--- src/rtl/dmux4_stream.sv ---
// dmux4_stream: registered 1-to-4 word demultiplexer with a small FIFO per output channel.
// Each accepted word is written to the FIFO selected by sel. Consumers pop their
// channel independently, so a full channel only stalls words that target it.
// Optional feature: define DMUX4_STREAM_COUNT_EN to add the per-channel accepted-word
// counters count_a..count_d and the clear_counts input.
module dmux4_stream #(
   parameter int unsigned WIDTH      = 16,
   parameter int unsigned DEPTH_LOG2 = 1
) (
   input  logic             clk,
   input  logic             reset,
`ifdef DMUX4_STREAM_COUNT_EN
   input  logic             clear_counts,
   output logic [15:0]      count_a,
   output logic [15:0]      count_b,
   output logic [15:0]      count_c,
   output logic [15:0]      count_d,
`endif
   input  logic [WIDTH-1:0] in,
   input  logic [1:0]       sel,
   input  logic             in_valid,
   output logic             in_ready,
   output logic [WIDTH-1:0] out_a,
   output logic [WIDTH-1:0] out_b,
   output logic [WIDTH-1:0] out_c,
   output logic [WIDTH-1:0] out_d,
   output logic             valid_a,
   output logic             valid_b,
   output logic             valid_c,
   output logic             valid_d,
   input  logic             ready_a,
   input  logic             ready_b,
   input  logic             ready_c,
   input  logic             ready_d
);

   localparam int unsigned NumCh = 4;
   localparam int unsigned Depth = 1 << DEPTH_LOG2;
   localparam int unsigned CntW  = DEPTH_LOG2 + 1;

   typedef logic [WIDTH-1:0]      word_t;
   typedef logic [DEPTH_LOG2-1:0] ptr_t;
   typedef logic [CntW-1:0]       cnt_t;

   localparam cnt_t Full = cnt_t'(Depth);

   // Per-channel FIFO storage and bookkeeping
   word_t mem_q    [NumCh][Depth];
   ptr_t  wr_ptr_q [NumCh];
   ptr_t  wr_ptr_d [NumCh];
   ptr_t  rd_ptr_q [NumCh];
   ptr_t  rd_ptr_d [NumCh];
   cnt_t  cnt_q    [NumCh];
   cnt_t  cnt_d    [NumCh];

   logic [NumCh-1:0] ready_vec;
   logic [NumCh-1:0] valid_vec;
   logic [NumCh-1:0] pop_vec;
   logic [NumCh-1:0] push_vec;

   assign ready_vec = {ready_d, ready_c, ready_b, ready_a};

   // Channel status: non-empty flag and consumer pop
   always_comb begin
      valid_vec = '0;
      pop_vec   = '0;
      for (int i = 0; i < NumCh; i++) begin
         valid_vec[i] = (cnt_q[i] != '0);
         pop_vec[i]   = valid_vec[i] & ready_vec[i];
      end
   end

   // Input handshake: a full channel that pops this cycle can still take a word.
   // in_valid is deliberately kept out of in_ready.
   always_comb begin
      in_ready = ~reset & ((cnt_q[sel] < Full) | pop_vec[sel]);
      push_vec = '0;
      if (in_valid && in_ready) begin
         push_vec[sel] = 1'b1;
      end
   end

   // FIFO next-state: pointers advance independently, occupancy nets push against pop
   always_comb begin
      for (int i = 0; i < NumCh; i++) begin
         wr_ptr_d[i] = wr_ptr_q[i];
         rd_ptr_d[i] = rd_ptr_q[i];
         cnt_d[i]    = cnt_q[i];
         if (push_vec[i]) begin
            wr_ptr_d[i] = wr_ptr_q[i] + ptr_t'(1);
         end
         if (pop_vec[i]) begin
            rd_ptr_d[i] = rd_ptr_q[i] + ptr_t'(1);
         end
         unique case ({push_vec[i], pop_vec[i]})
            2'b10:   cnt_d[i] = cnt_q[i] + cnt_t'(1);
            2'b01:   cnt_d[i] = cnt_q[i] - cnt_t'(1);
            default: cnt_d[i] = cnt_q[i];
         endcase
      end
   end

   // FIFO state registers; storage is cleared too so outputs read 0 after reset
   always_ff @(posedge clk or posedge reset) begin
      if (reset) begin
         for (int i = 0; i < NumCh; i++) begin
            wr_ptr_q[i] <= '0;
            rd_ptr_q[i] <= '0;
            cnt_q[i]    <= '0;
            for (int j = 0; j < Depth; j++) begin
               mem_q[i][j] <= '0;
            end
         end
      end else begin
         for (int i = 0; i < NumCh; i++) begin
            wr_ptr_q[i] <= wr_ptr_d[i];
            rd_ptr_q[i] <= rd_ptr_d[i];
            cnt_q[i]    <= cnt_d[i];
            if (push_vec[i]) begin
               mem_q[i][wr_ptr_q[i]] <= in;
            end
         end
      end
   end

   assign out_a   = mem_q[0][rd_ptr_q[0]];
   assign out_b   = mem_q[1][rd_ptr_q[1]];
   assign out_c   = mem_q[2][rd_ptr_q[2]];
   assign out_d   = mem_q[3][rd_ptr_q[3]];
   assign valid_a = valid_vec[0];
   assign valid_b = valid_vec[1];
   assign valid_c = valid_vec[2];
   assign valid_d = valid_vec[3];

`ifdef DMUX4_STREAM_COUNT_EN
   logic [15:0] acc_q [NumCh];
   logic [15:0] acc_d [NumCh];

   // Accepted-word counters; clear wins over a same-cycle increment, wrap is natural
   always_comb begin
      for (int i = 0; i < NumCh; i++) begin
         acc_d[i] = acc_q[i];
         if (clear_counts) begin
            acc_d[i] = '0;
         end else if (push_vec[i]) begin
            acc_d[i] = acc_q[i] + 16'd1;
         end
      end
   end

   // Counter registers
   always_ff @(posedge clk or posedge reset) begin
      if (reset) begin
         for (int i = 0; i < NumCh; i++) begin
            acc_q[i] <= '0;
         end
      end else begin
         for (int i = 0; i < NumCh; i++) begin
            acc_q[i] <= acc_d[i];
         end
      end
   end

   assign count_a = acc_q[0];
   assign count_b = acc_q[1];
   assign count_c = acc_q[2];
   assign count_d = acc_q[3];
`endif

endmodule

--- config.mk ---
export PLATFORM = sky130hd
export DESIGN_NAME = dmux4_stream
export DESIGN_NICKNAME = d
export VERILOG_FILES = /design/src/rtl/dmux4_stream.sv
export SDC_FILE = /design/constraint.sdc
export NUM_CORES = 1
export LEC_CHECK = 0
export ABC_AREA = 1
export CELL_PAD_IN_SITES_DETAIL_PLACEMENT = 1
export CELL_PAD_IN_SITES_GLOBAL_PLACEMENT = 1
export CORE_MARGIN = 10
export CORE_UTILIZATION = 25
export CTS_CLUSTER_DIAMETER = 100
export DETAILED_ROUTE_END_ITERATION = 8
export GPL_TIMING_DRIVEN = 0
export PLACE_DENSITY_LB_ADDON = 0.1
export RECOVER_POWER = 50
export SKIP_LAST_GASP = 1
export SYNTH_ARGS = -nofsm -noshare
export SYNTH_HDL_FRONTEND = slang
export SYNTH_SLANG_ARGS = --single-unit
--- constraint.sdc ---
create_clock -name clk -period 11.2 [get_ports clk]
set_input_delay 3.36 -clock clk [delete_from_list [all_inputs] [get_ports clk]]
set_output_delay 3.36 -clock clk [all_outputs]
set_load 0.005 [all_outputs]
**After elaboration in Yosys (flattened, before gate mapping)**

Index checks and enable logic that the tools add are counted.

- Register bits after elaboration: 144
- Output and inout port bits: 69
- Logic and storage cells: 126

- Add/subtract/negate cells: 16
- Order comparisons: 16
- Eq/ne operators: 8
- Muxes and demuxes: 36
- Bitwise gates (word level): 16
- Reductions and logical operators: 14

Operators with widths:

| operator | number |
|---|---|
| 2-to-1 mux 16 bit | 16 |
| bitwise mux 32 bit | 4 |
| demux 16 bit (select 1 bit) | 4 |
| >= comparator 2 bit (second input constant) | 8 |
| NOT 1 -> 2 bit | 8 |
| case mux 2 bit (2 select lines) | 4 |
| nonzero test 2 bit | 8 |
| adder 1 bit (second input constant) | 8 |
| adder 2 x 1 -> 2 bit (second input constant) | 4 |
| equality test 2 x 1 -> 1 bit (second input constant) | 4 |
| equality test 2 bit (second input constant) | 4 |
| less-than comparator 2 x 1 -> 1 bit (second input constant) | 4 |
| subtractor 2 x 1 -> 2 bit (second input constant) | 4 |
| logical AND 1 bit | 6 |
| bitwise AND 1 bit | 5 |
| binary-select mux 2 bit (select 2 bit) | 1 |
| 2-to-1 mux 2 bit | 2 |
| 2-to-1 mux 4 bit | 1 |
| >= comparator 3 bit (second input constant) | 1 |
| less-than comparator 2 x 3 -> 1 bit (second input constant) | 1 |
| NOT 2 -> 3 bit | 1 |
| binary-select mux 1 bit (select 2 bit) | 1 |
| demux 1 bit (select 2 bit) | 1 |
| >= comparator 2 x 1 -> 1 bit (second input constant) | 1 |
| 4 further kinds | 5 |

**Logic depth before layout (Yosys ltp)**

Gate-level depths: netlist of run 1.

- Depth in word-level cells: 11
- Gate-level depth with buffers: 12

**Worst setup path after synthesis of run 1**

Ideal clock, no wire load.

- Path type: in2reg
- From: in reset
- To: reg cnt_q[7] (netlist bit)
- Data arrival time: 8.721 ns
- Setup slack: 2.348 ns
- Stages on the path: 7
- Cell sequence: clkinv_1 nand4_2 buf_2 ha_1 a21oi_1 o21ai_0 xor2_1

- Word-level cells in the longest chain between the ends: 6
- Elaborated cells on any way between the ends: 8
- Those cells by class: 2 x eq/ne; 2 x mux; 2 x bitwise; 2 x reduce/logical

RTL lines:

| element | line | RTL |
|---|---|---|
| from (decl) | 11 | `input logic reset,` |
| NOT 1 bit * | 76 | `in_ready = ~reset & ((cnt_q[sel] < Full) \| pop_vec[sel]);` |
| bitwise AND 1 bit * | 76 |  |
| logical AND 1 bit * | 78 | `if (in_valid && in_ready) begin` |
| 2-to-1 mux 4 bit * | 78 |  |
| equality test 2 x 1 -> 1 bit / equality test 2 bit (equally long branches) | 95 | `unique case ({push_vec[i], pop_vec[i]})` |
| case mux 2 bit (2 select lines) / nonzero test 2 bit (equally long branches) | - |  |
| to (signal, indexed assignment) | 118 | `cnt_q[i] <= cnt_d[i];` |
| to (decl) | 53 | `cnt_t cnt_q [NumCh];` |

Mark *: on every way between the ends. The rest lies on a longest branch, timed or not.
A chain may end at the register's enable or synchronous reset.

**Final worst setup path of run 1**

- From: in reset
- To: reg cnt_q[3] (netlist bit)

The elaborated chain is that of the path after synthesis.

==> flow_metrics.py, run 1 <==
metrics = {
    "global_route": {
        "grt_antenna_before_repair": 0,
        "gr-total-overflow": 0,
        "grt_max_degree": 81,
        "grt_first_pass_wirelength_microns": 45700,
        "grt_pass1_vias": 7106,
        "grtUsageTotal_pct": 15.5,
    },
    "worst_setup_path": {
        "slowest_delay_ns": 2.67,
        "rr_startpoint": "cnt_q[1]$_DFFE_PP0P_",
        "r2r-end": "cnt_q[3]$_DFFE_PP0P_",
        "worstPathCellList": "dlygate4sd3_1, clkinvlp_2, buf_16, nand4_1, buf_2, ha_1, a21oi_1, o21ai_0, xor2_1",
        "crit_fanout": 80,
        "reg2reg_depth": 12,
        "cp.required_ns": 11.49,
        "cp.arrival_ns": 9.29,
        "regToRegSetupSlack_ns": 8.61,
        "crit_type": "in -> reg",
        "critPathSlowestCell": "clkinvlp_2",
        "startpoint_type": "input port",
        "end_kind": "register",
    },
    "sta": {
        "maxClockFrequency_mhz": 111,
        "drv_slew": 70,
        "fin_skew_ns": 0.0141,
        "setup_viol_count_final": 0,
        "rsz0062_at_grt": "false",
        "setup_tns_ns": 0,
        "fin_ws_ns": 2.20,
        "finalCriticalPeriod_ns": 9.00,
        "hold_viol": 0,
        "relSlewSlack_pct": -138,
        "finalCritPeriodShare_pct": 80.4,
        "worst_pin_slew_ns": 3.55,
    },
    "place": {
        "hpwlAfterDp_microns": 19700,
        "place_congestion": 0.729,
        "numPortBuffers": 76,
        "pre_cts_ws_ns": 2.39,
    },
    "layout": {
        "drive_gt1_share_pct": 8.75,
        "n_antenna_cell": 0,
        "multi_input_area_sq_mm": 0.00306,
        "fillers": 3651,
        "final_cell_mix": "207 x nand2_1, 146 x inv_1, 144 x dfrtp_1, 129 x nand3_1, 128 x o21bai_1",
        "seq_area_sq_mm": 0.00360,
        "final_common_cell": "nand2_1",
        "area_delta_synth_final_pct": 23.6,
        "nNetsFinal": 1080,
    },
    "floorplan": {
        "die_w_microns": 198,
        "coreArea_sq_mm": 0.0308,
        "dieArea_sq_mm": 0.0390,
        "initial_core_util_pct": 25.6,
        "num_rows": 64,
        "die_height_microns": 198,
        "ios": 94,
    },
    "synthesis": {
        "synth_top_family_by_area": "simple AND/OR/NAND/NOR gates",
        "synthDistinctLibCells": 26,
        "ys_ff_latch": 144,
        "syn_inst": 955,
        "synth-compound-area-share_pct": 16.8,
        "synthMuxAreaShare_pct": 0,
        "synth-simple-area-share_pct": 20.4,
        "syn_area_per_cell_sq_um": 8.25,
        "synth_adder_area_share_pct": 0.635,
        "yosysSeqAreaShare_pct": 45.7,
        "ys_warn_count": 0,
        "netlist_area_sq_mm": 0.00788,
        "synth_xor_area_share_pct": 1.78,
        "synth_nets": 984,
    },
    "route": {
        "drt-pass1-iter-count": 5,
        "routed_via_density": 4.48,
        "drc": 0,
        "post_drt_wl_per_cell_microns": 20.1,
        "totalWireLength_microns": 29300,
        "dr_total_vias": 6532,
        "ant_nets": 0,
        "drtIter0Drc": 358,
    },
    "clock_tree": {
        "htreeDepth": 4,
        "root_buffer": "clkbuf_16",
        "postCtsSetupRepairBufs": 0,
        "insertion_delay_ns": 0.43,
        "cts_made_buffers": 17,
        "cts_tree": "built",
        "cts_hold_buffers": 0,
        "clock_path_buffers": 2,
        "path_clk_slew_ns": 0.06,
        "cts_resized": 0,
        "cts.sinks": 144,
    },
    "status": {
        "status": "finished, violations left",
        "violations": "max-capacitance violations, max-slew violations",
    },
    "hold_path": {
        "hold_end": "cnt_q[6]$_DFFE_PP0P_",
        "hold_path.class": "reg -> reg",
        "min_path_cells": 1,
        "holdCritStartpoint": "cnt_q[6]$_DFFE_PP0P_",
    },
    "power_and_ir_drop": {
        "pwr_density_cell_mw_per_mm2": 306,
        "vdd_drop_max_uv": 82.0,
        "power.leakage_nw": 4.54,
    },
    "run": {
        "drv_cap": 1,
    },
}
-- logic make-up after synthesis --
family,count (synthesis)
simple gates,354
xor+xnor,16
fa+ha+maj,4
compound gates,201
flops,144
buf+inv,236
-- state kept, by name, indices dropped and copies added (netlist names) --
register and flops:
mem_q 128, cnt_q 8, rd_ptr_q 4, wr_ptr_q 4
-- routing by layer --
| layer | up-vias | GRT usage (%) | routed length (microns) |
|---|---|---|---|
| met5 | - | 0 | 0 |
| met4 | 0 | 3.33 | 223 |
| met3 | 16 | 2.44 | 987 |
| met2 | 95 | 25.9 | 14300 |
| met1 | 3217 | 20.6 | 13800 |
| li1 | 3204 | - | - |
-- final cells by class --
cell class	count	share of cell area (%)
plain buffers	85	5.95
clock buffers	19	4.45
clock inverters	12	2.13
inverters	151	5.83
multi-input cells	575	31.4
flip-flops and latches	144	37.0
well taps	396	5.09
repair buffers	77	8.10
-- how the worst max path moves through the flow --
stage / startpoint / cells after the start / slack (ns) / to
detailed placement: sel[1] / 8 / 2.39 / in_ready
global placement: reset / 8 / -1.75 / cnt_q[3]$_DFFE_PP0P_
global route: reset / 9 / 1.29 / cnt_q[3]$_DFFE_PP0P_
floorplan: reset / 7 / 2.35 / cnt_q[7]$_DFFE_PP0P_
finish: reset / 9 / 2.20 / cnt_q[3]$_DFFE_PP0P_
CTS: sel[1] / 8 / 2.39 / in_ready
-- stage by stage --
stage / cells / hold slack (ns) / cell area, sq um / util (%) / power, W
finish: 1459 / 0.511 / 9740 / 31.6 / 0.00298
global route: 1459 / 0.539 / 9740 / 31.6 / 0.00325
CTS: 1459 / 0.517 / 9810 / 31.8 / 0.00306
detailed placement: 1428 / 0.511 / 9170 / 29.7 / 0.00239
global placement: 1427 / 0.496 / 9140 / 29.6 / 0.00238
floorplan: 955 / 0.482 / 7880 / - / 0.00168
-- critical path, delay by kind of cell --
family	cells	cell delay, ns
AOI/OAI and AO/OA	2	0.22
xor gates and xnor gates	1	0.15
adders and majority gates	1	0.31
buffers and inverters	4	4.74
and+or+nand+nor	1	0.46
-- synthesized netlist by cell type --
master	instances	area share, %
nand2_1	207	9.9
inv_1	146	7.0
dfrtp_1	144	46
nand3_1	128	8.1
o21bai_1	128	12
o21ai_0	68	4.3
clkbuf_1	24	1.1
buf_6	20	2.9
buf_2	18	1.1
buf_4	16	1.5
xnor2_1	8	0.89
xor2_1	8	0.89
a21oi_1	5	0.32
clkinv_1	5	0.24
buf_1	4	0.19
ha_1	4	0.64
nand3_2	4	0.51
nand4_2	4	0.64
nor2_4	4	0.57
nor2_1	3	0.14
clkbuf_4	2	0.19
bufbuf_16	1	0.41
nand2_4	1	0.14
nand3_4	1	0.22
nand4_1	1	0.079
nor2_2	1	0.079
-- report_power, final --
group          switching, W  internal [W]
clock network      0.000246      0.000397
registers          0.000103      0.000787
logic              0.000788      0.000655
total               0.00114       0.00184
No activity file was read; power rests on OpenSTA's default activity.
==> inputs of run 2 (changes only) <==
==> constraint.sdc (replaced) <==
create_clock -name clk -period 8.45 [get_ports clk]
set_input_delay 2.535 -clock clk [delete_from_list [all_inputs] [get_ports clk]]
set_output_delay 2.535 -clock clk [all_outputs]
set_load 0.005 [all_outputs]
==> flow_metrics.py, run 2 (synthesis results as in run 1) <==
metrics = {
    "status": {
        "status": "complete, no violations",
    },
    "sta": {
        "rsz0062_at_grt": "false",
        "setup_tns_ns": 0,
        "finalCritPeriodShare_pct": 83.7,
        "whs_ns": 0.511,
        "maxClockFrequency_mhz": 141,
        "finalCriticalPeriod_ns": 7.07,
        "setup_viol_count_final": 0,
        "worst_pin_slew_ns": 0.722,
        "hold_viol": 0,
        "fin_skew_ns": 0.0156,
        "drv_slew": 0,
        "relSlewSlack_pct": 51.9,
    },
    "place": {
        "numPortBuffers": 76,
        "place_congestion": 0.729,
        "hpwlAfterDp_microns": 19700,
    },
    "floorplan": {
        "dieArea_sq_mm": 0.0390,
        "die_height_microns": 198,
        "ios": 94,
        "num_rows": 64,
        "initial_core_util_pct": 25.6,
        "die_w_microns": 198,
        "coreArea_sq_mm": 0.0308,
    },
    "route": {
        "drc": 0,
        "totalWireLength_microns": 29400,
        "dr_total_vias": 6501,
        "post_drt_wl_per_cell_microns": 20.1,
        "drtIter0Drc": 341,
        "ant_nets": 0,
        "routed_via_density": 4.46,
        "drt-pass1-iter-count": 5,
    },
    "layout": {
        "largest_register": "mem_q",
        "drive_gt1_share_pct": 9.13,
        "n_antenna_cell": 0,
        "nNetsFinal": 1080,
        "final_common_cell": "nand2_1",
        "final_cell_mix": "207 x nand2_1, 146 x inv_1, 144 x dfrtp_1, 128 x nand3_1, 128 x o21bai_1",
        "largest_reg_flops": 128,
        "reg_top3": "mem_q x128, cnt_q x8",
        "area_delta_synth_final_pct": 24.1,
    },
    "clock_tree": {
        "insertion_delay_ns": 0.43,
        "cts_resized": 0,
        "cts_tree": "built",
        "clock_path_buffers": 2,
        "postCtsSetupRepairBufs": 0,
        "cts_made_buffers": 17,
        "path_clk_slew_ns": 0.06,
        "root_buffer": "clkbuf_16",
        "cts_hold_buffers": 0,
        "htreeDepth": 4,
        "cts.sinks": 144,
    },
    "worst_setup_path": {
        "reg2reg_depth": 12,
        "crit_fanout": 4,
        "crit_type": "in -> out",
        "end_kind": "primary output",
        "cp.required_ns": 5.92,
        "cp.arrival_ns": 4.54,
        "startpoint_type": "input port",
    },
    "power_and_ir_drop": {
        "vdd_drop_max_uv": 111,
        "power.leakage_nw": 4.55,
        "pwr_density_cell_mw_per_mm2": 404,
    },
    "hold_path": {
        "hold_path.class": "reg -> reg",
        "min_path_cells": 1,
    },
    "global_route": {
        "grt_pass1_vias": 7106,
        "grt_max_degree": 81,
        "grt_first_pass_wirelength_microns": 45700,
        "gr-total-overflow": 0,
        "grtUsageTotal_pct": 15.5,
        "grt_antenna_before_repair": 0,
    },
    "run": {
        "drv_cap": 0,
    },
}
## run 2: metal layers
metal / vias up / global-route usage [%] / wire [microns] / part of all wire (%)
li1: 3206 / - / - / -
met1: 3191 / 20.6 / 13800 / 47
met2: 87 / 25.9 / 14300 / 49
met3: 17 / 2.44 / 1100 / 3.7
met4: 0 / 3.33 / 244 / 0.83
met5: - / 0 / 0 / 0
## run 2: path summary, 6_finish.rpt
check	startpoint	endpoint	slack [ns]
max in group asynchronous	reset	mem_q[20]$_DFFE_PP0P_	4.80
worst min register to register	cnt_q[6]$_DFFE_PP0P_	cnt_q[6]$_DFFE_PP0P_	0.51
worst min-delay path	cnt_q[6]$_DFFE_PP0P_	cnt_q[6]$_DFFE_PP0P_	0.51
worst max register to register	cnt_q[1]$_DFFE_PP0P_	cnt_q[3]$_DFFE_PP0P_	5.84
worst max-delay path	sel[1]	in_ready	1.38
min in group asynchronous	reset	mem_q[82]$_DFFE_PP0P_	2.76
## run 2: through the flow
| step | instances | utilization, % | total power (W) | cell area [sq um] | setup slack, ns |
|---|---|---|---|---|---|
| finish | 1459 | 31.7 | 0.00395 | 9780 | 1.38 |
| global route | 1459 | 31.7 | 0.00431 | 9780 | 1.19 |
| CTS | 1459 | 31.8 | 0.00405 | 9810 | 1.29 |
| detailed placement | 1428 | 29.7 | 0.00317 | 9170 | 1.29 |
| global placement | 1427 | 29.6 | 0.00315 | 9140 | -3.67 |
| floorplan | 955 | - | 0.00222 | 7880 | 0.423 |
## run 2: power by group
| part | total, W | internal, W | switching, W |
|---|---|---|---|
| registers | 0.00118 | 0.00104 | 0.000137 |
| logic | 0.00192 | 0.000868 | 0.00105 |
| clock network | 0.000852 | 0.000526 | 0.000326 |
## run 2: area by class of cell
type	count	area [sq um]
Inverter	151	572
Multi-Input combinational cell	575	3100
Clock buffer	19	433
Tap cell	396	495
Fill cell	3649	21000
Timing Repair Buffer	77	788
Clock inverter	12	208
Sequential cell	144	3600
Buffer	85	586
## run 2: worst max-delay path, stage by stage
cell and delay (ns):
clkdlybuf4s50_1 0.59, inv_1 0.06, nor2_1 0.24, nand3_1 0.13, nand2_1 0.10, nor2_2 0.05
a21oi_1 0.25, clkdlybuf4s50_1 0.57
==> inputs of run 3 (changes only) <==
==> constraint.sdc (replaced) <==
create_clock -name clk -period 6 [get_ports clk]
set_input_delay 1.8 -clock clk [delete_from_list [all_inputs] [get_ports clk]]
set_output_delay 1.8 -clock clk [all_outputs]
set_load 0.005 [all_outputs]
==> flow_metrics.py, run 3 (synthesis results as in run 1) <==
metrics = {
    "clock_tree": {
        "postCtsSetupRepairBufs": 0,
        "path_clk_slew_ns": 0.06,
        "insertion_delay_ns": 0.43,
        "clock_path_buffers": 2,
        "cts_tree": "built",
        "cts_hold_buffers": 0,
        "cts_resized": 0,
        "cts.sinks": 144,
        "root_buffer": "clkbuf_16",
        "htreeDepth": 4,
        "cts_made_buffers": 17,
    },
    "floorplan": {
        "die_w_microns": 198,
        "ios": 94,
        "num_rows": 64,
        "dieArea_sq_mm": 0.0390,
        "coreArea_sq_mm": 0.0308,
        "die_height_microns": 198,
        "initial_core_util_pct": 25.6,
    },
    "worst_setup_path": {
        "cp.required_ns": 4.20,
        "end_kind": "primary output",
        "reg2reg_depth": 12,
        "crit_fanout": 4,
        "startpoint_type": "input port",
        "cp.arrival_ns": 3.82,
        "crit_type": "in -> out",
    },
    "route": {
        "drt-met1-wl_microns": 14100,
        "drtIter0Drc": 304,
        "dr_total_vias": 6571,
        "wl_met3_microns": 1080,
        "drt-pass1-iter-count": 4,
        "top_layer_used": "met4",
        "totalWireLength_microns": 29400,
        "ant_nets": 0,
        "wl_met2_microns": 13900,
        "routed_via_density": 4.50,
        "post_drt_wl_per_cell_microns": 20.1,
        "drc": 0,
    },
    "place": {
        "place_congestion": 0.750,
        "hpwlAfterDp_microns": 19600,
        "numPortBuffers": 76,
        "place_inst": 1428,
        "pre_cts_ws_ns": 0.324,
    },
    "sta": {
        "finalCriticalPeriod_ns": 5.62,
        "whs_ns": 0.514,
        "rsz0062_at_grt": "false",
        "fin_skew_ns": 0.0138,
        "finalCritPeriodShare_pct": 93.6,
        "setup_tns_ns": 0,
        "drv_slew": 0,
        "hold_viol": 0,
        "relSlewSlack_pct": 15.4,
        "setup_viol_count_final": 0,
        "worst_pin_slew_ns": 1.26,
        "fin_ws_ns": 0.384,
        "maxClockFrequency_mhz": 178,
    },
    "layout": {
        "n_antenna_cell": 0,
        "multi_input_area_sq_mm": 0.00307,
        "fillers": 3651,
        "final_cells": 1459,
        "reg_top3": "mem_q x128, cnt_q x8",
        "nNetsFinal": 1080,
        "drive_gt1_share_pct": 8.56,
        "final_common_cell": "nand2_1",
        "area_delta_synth_final_pct": 23.0,
        "seq_area_sq_mm": 0.00360,
        "largest_register": "mem_q",
        "final_cell_mix": "207 x nand2_1, 146 x inv_1, 144 x dfrtp_1, 129 x nand3_1, 128 x o21bai_1",
        "largest_reg_flops": 128,
    },
    "global_route": {
        "grtUsageTotal_pct": 15.5,
        "gr-total-overflow": 0,
        "grt_pass1_vias": 7121,
        "grt_antenna_before_repair": 0,
        "grt_max_degree": 127,
        "grt_first_pass_wirelength_microns": 45800,
    },
    "power_and_ir_drop": {
        "p_sw_share_pct": 38.5,
        "pwr-share-clk_pct": 21.2,
        "p_sw_w": 0.00214,
        "intPower_w": 0.00341,
        "pwr_density_cell_mw_per_mm2": 573,
        "p_comb_share_pct": 48.8,
        "power.leakage_nw": 4.53,
        "finalPower_w": 0.00555,
        "seqPwrFrac_pct": 30.0,
        "vdd_drop_max_uv": 169,
    },
    "run": {
        "drv_cap": 0,
    },
    "status": {
        "status": "complete, no violations",
    },
    "hold_path": {
        "hold_path.class": "reg -> reg",
        "min_path_cells": 1,
    },
}
[run 3: changes by cell type in the layout (fill, tap and decap cells not counted), sizes merged]
cell           previous run  this run
bufinv                    5         4
dlygate4sd3              17         9
clkinvlp                  3         4
clkbuf                   47        51
buf                      57        53
clkdlybuf4s50            59        67
[run 3: worst paths after layout]
check,startpoint,endpoint,slack (ns)
max,sel[1],in_ready,0.38
min,cnt_q[2]$_DFFE_PP0P_,cnt_q[2]$_DFFE_PP0P_,0.51
max reg2reg,cnt_q[0]$_DFFE_PP0P_,cnt_q[3]$_DFFE_PP0P_,3.42
min reg2reg,cnt_q[2]$_DFFE_PP0P_,cnt_q[2]$_DFFE_PP0P_,0.51
max in group asynchronous,reset,mem_q[111]$_DFFE_PP0P_,2.63
min in group asynchronous,reset,mem_q[26]$_DFFE_PP0P_,2.18
[run 3: power groups by stage]
| stage | Combinational, W | Clock (W) | Sequential (W) |
|---|---|---|---|
| after floorplan | 0.00149 | 0 | 0.00163 |
| after global placement | 0.00277 | 0 | 0.00167 |
| after detailed placement | 0.00278 | 0 | 0.00168 |
| after CTS | 0.00280 | 0.00120 | 0.00167 |
| after global routing | 0.00308 | 0.00124 | 0.00173 |
| final | 0.00271 | 0.00118 | 0.00166 |
[run 3: layer usage]
metal  vias up  global-route usage (%)
met3        14                    2.91
li1       3204                       -
met1      3258                    20.6
met4         0                    3.02
met5         -                       0
met2        95                    25.7
[run 3: final cells by class]
class                      count  share of cell area (%)
buffer                        85                    5.60
clock buffer                  19                    4.57
clock inverter                12                    1.89
inverter                     151                    5.86
multi-input combinational    575                    31.6
sequential                   144                    37.2
tap                          396                    5.11
timing repair buffer          77                    8.13
[run 3: per-stage QoR]
stage / utilization, % / cell area [sq um]
after floorplan: - / 7880
after global placement: 29.6 / 9140
after detailed placement: 29.8 / 9180
after CTS: 31.8 / 9800
after global routing: 31.4 / 9690
final: 31.4 / 9690
[run 3: critical path, cell delays in order]
cell and delay [ns]:
clkdlybuf4s50_1 0.59, inv_1 0.06, nor2_1 0.21, nand3_1 0.11, nand2_1 0.11, nor2_2 0.06
a21oi_1 0.29, clkdlybuf4s50_1 0.58
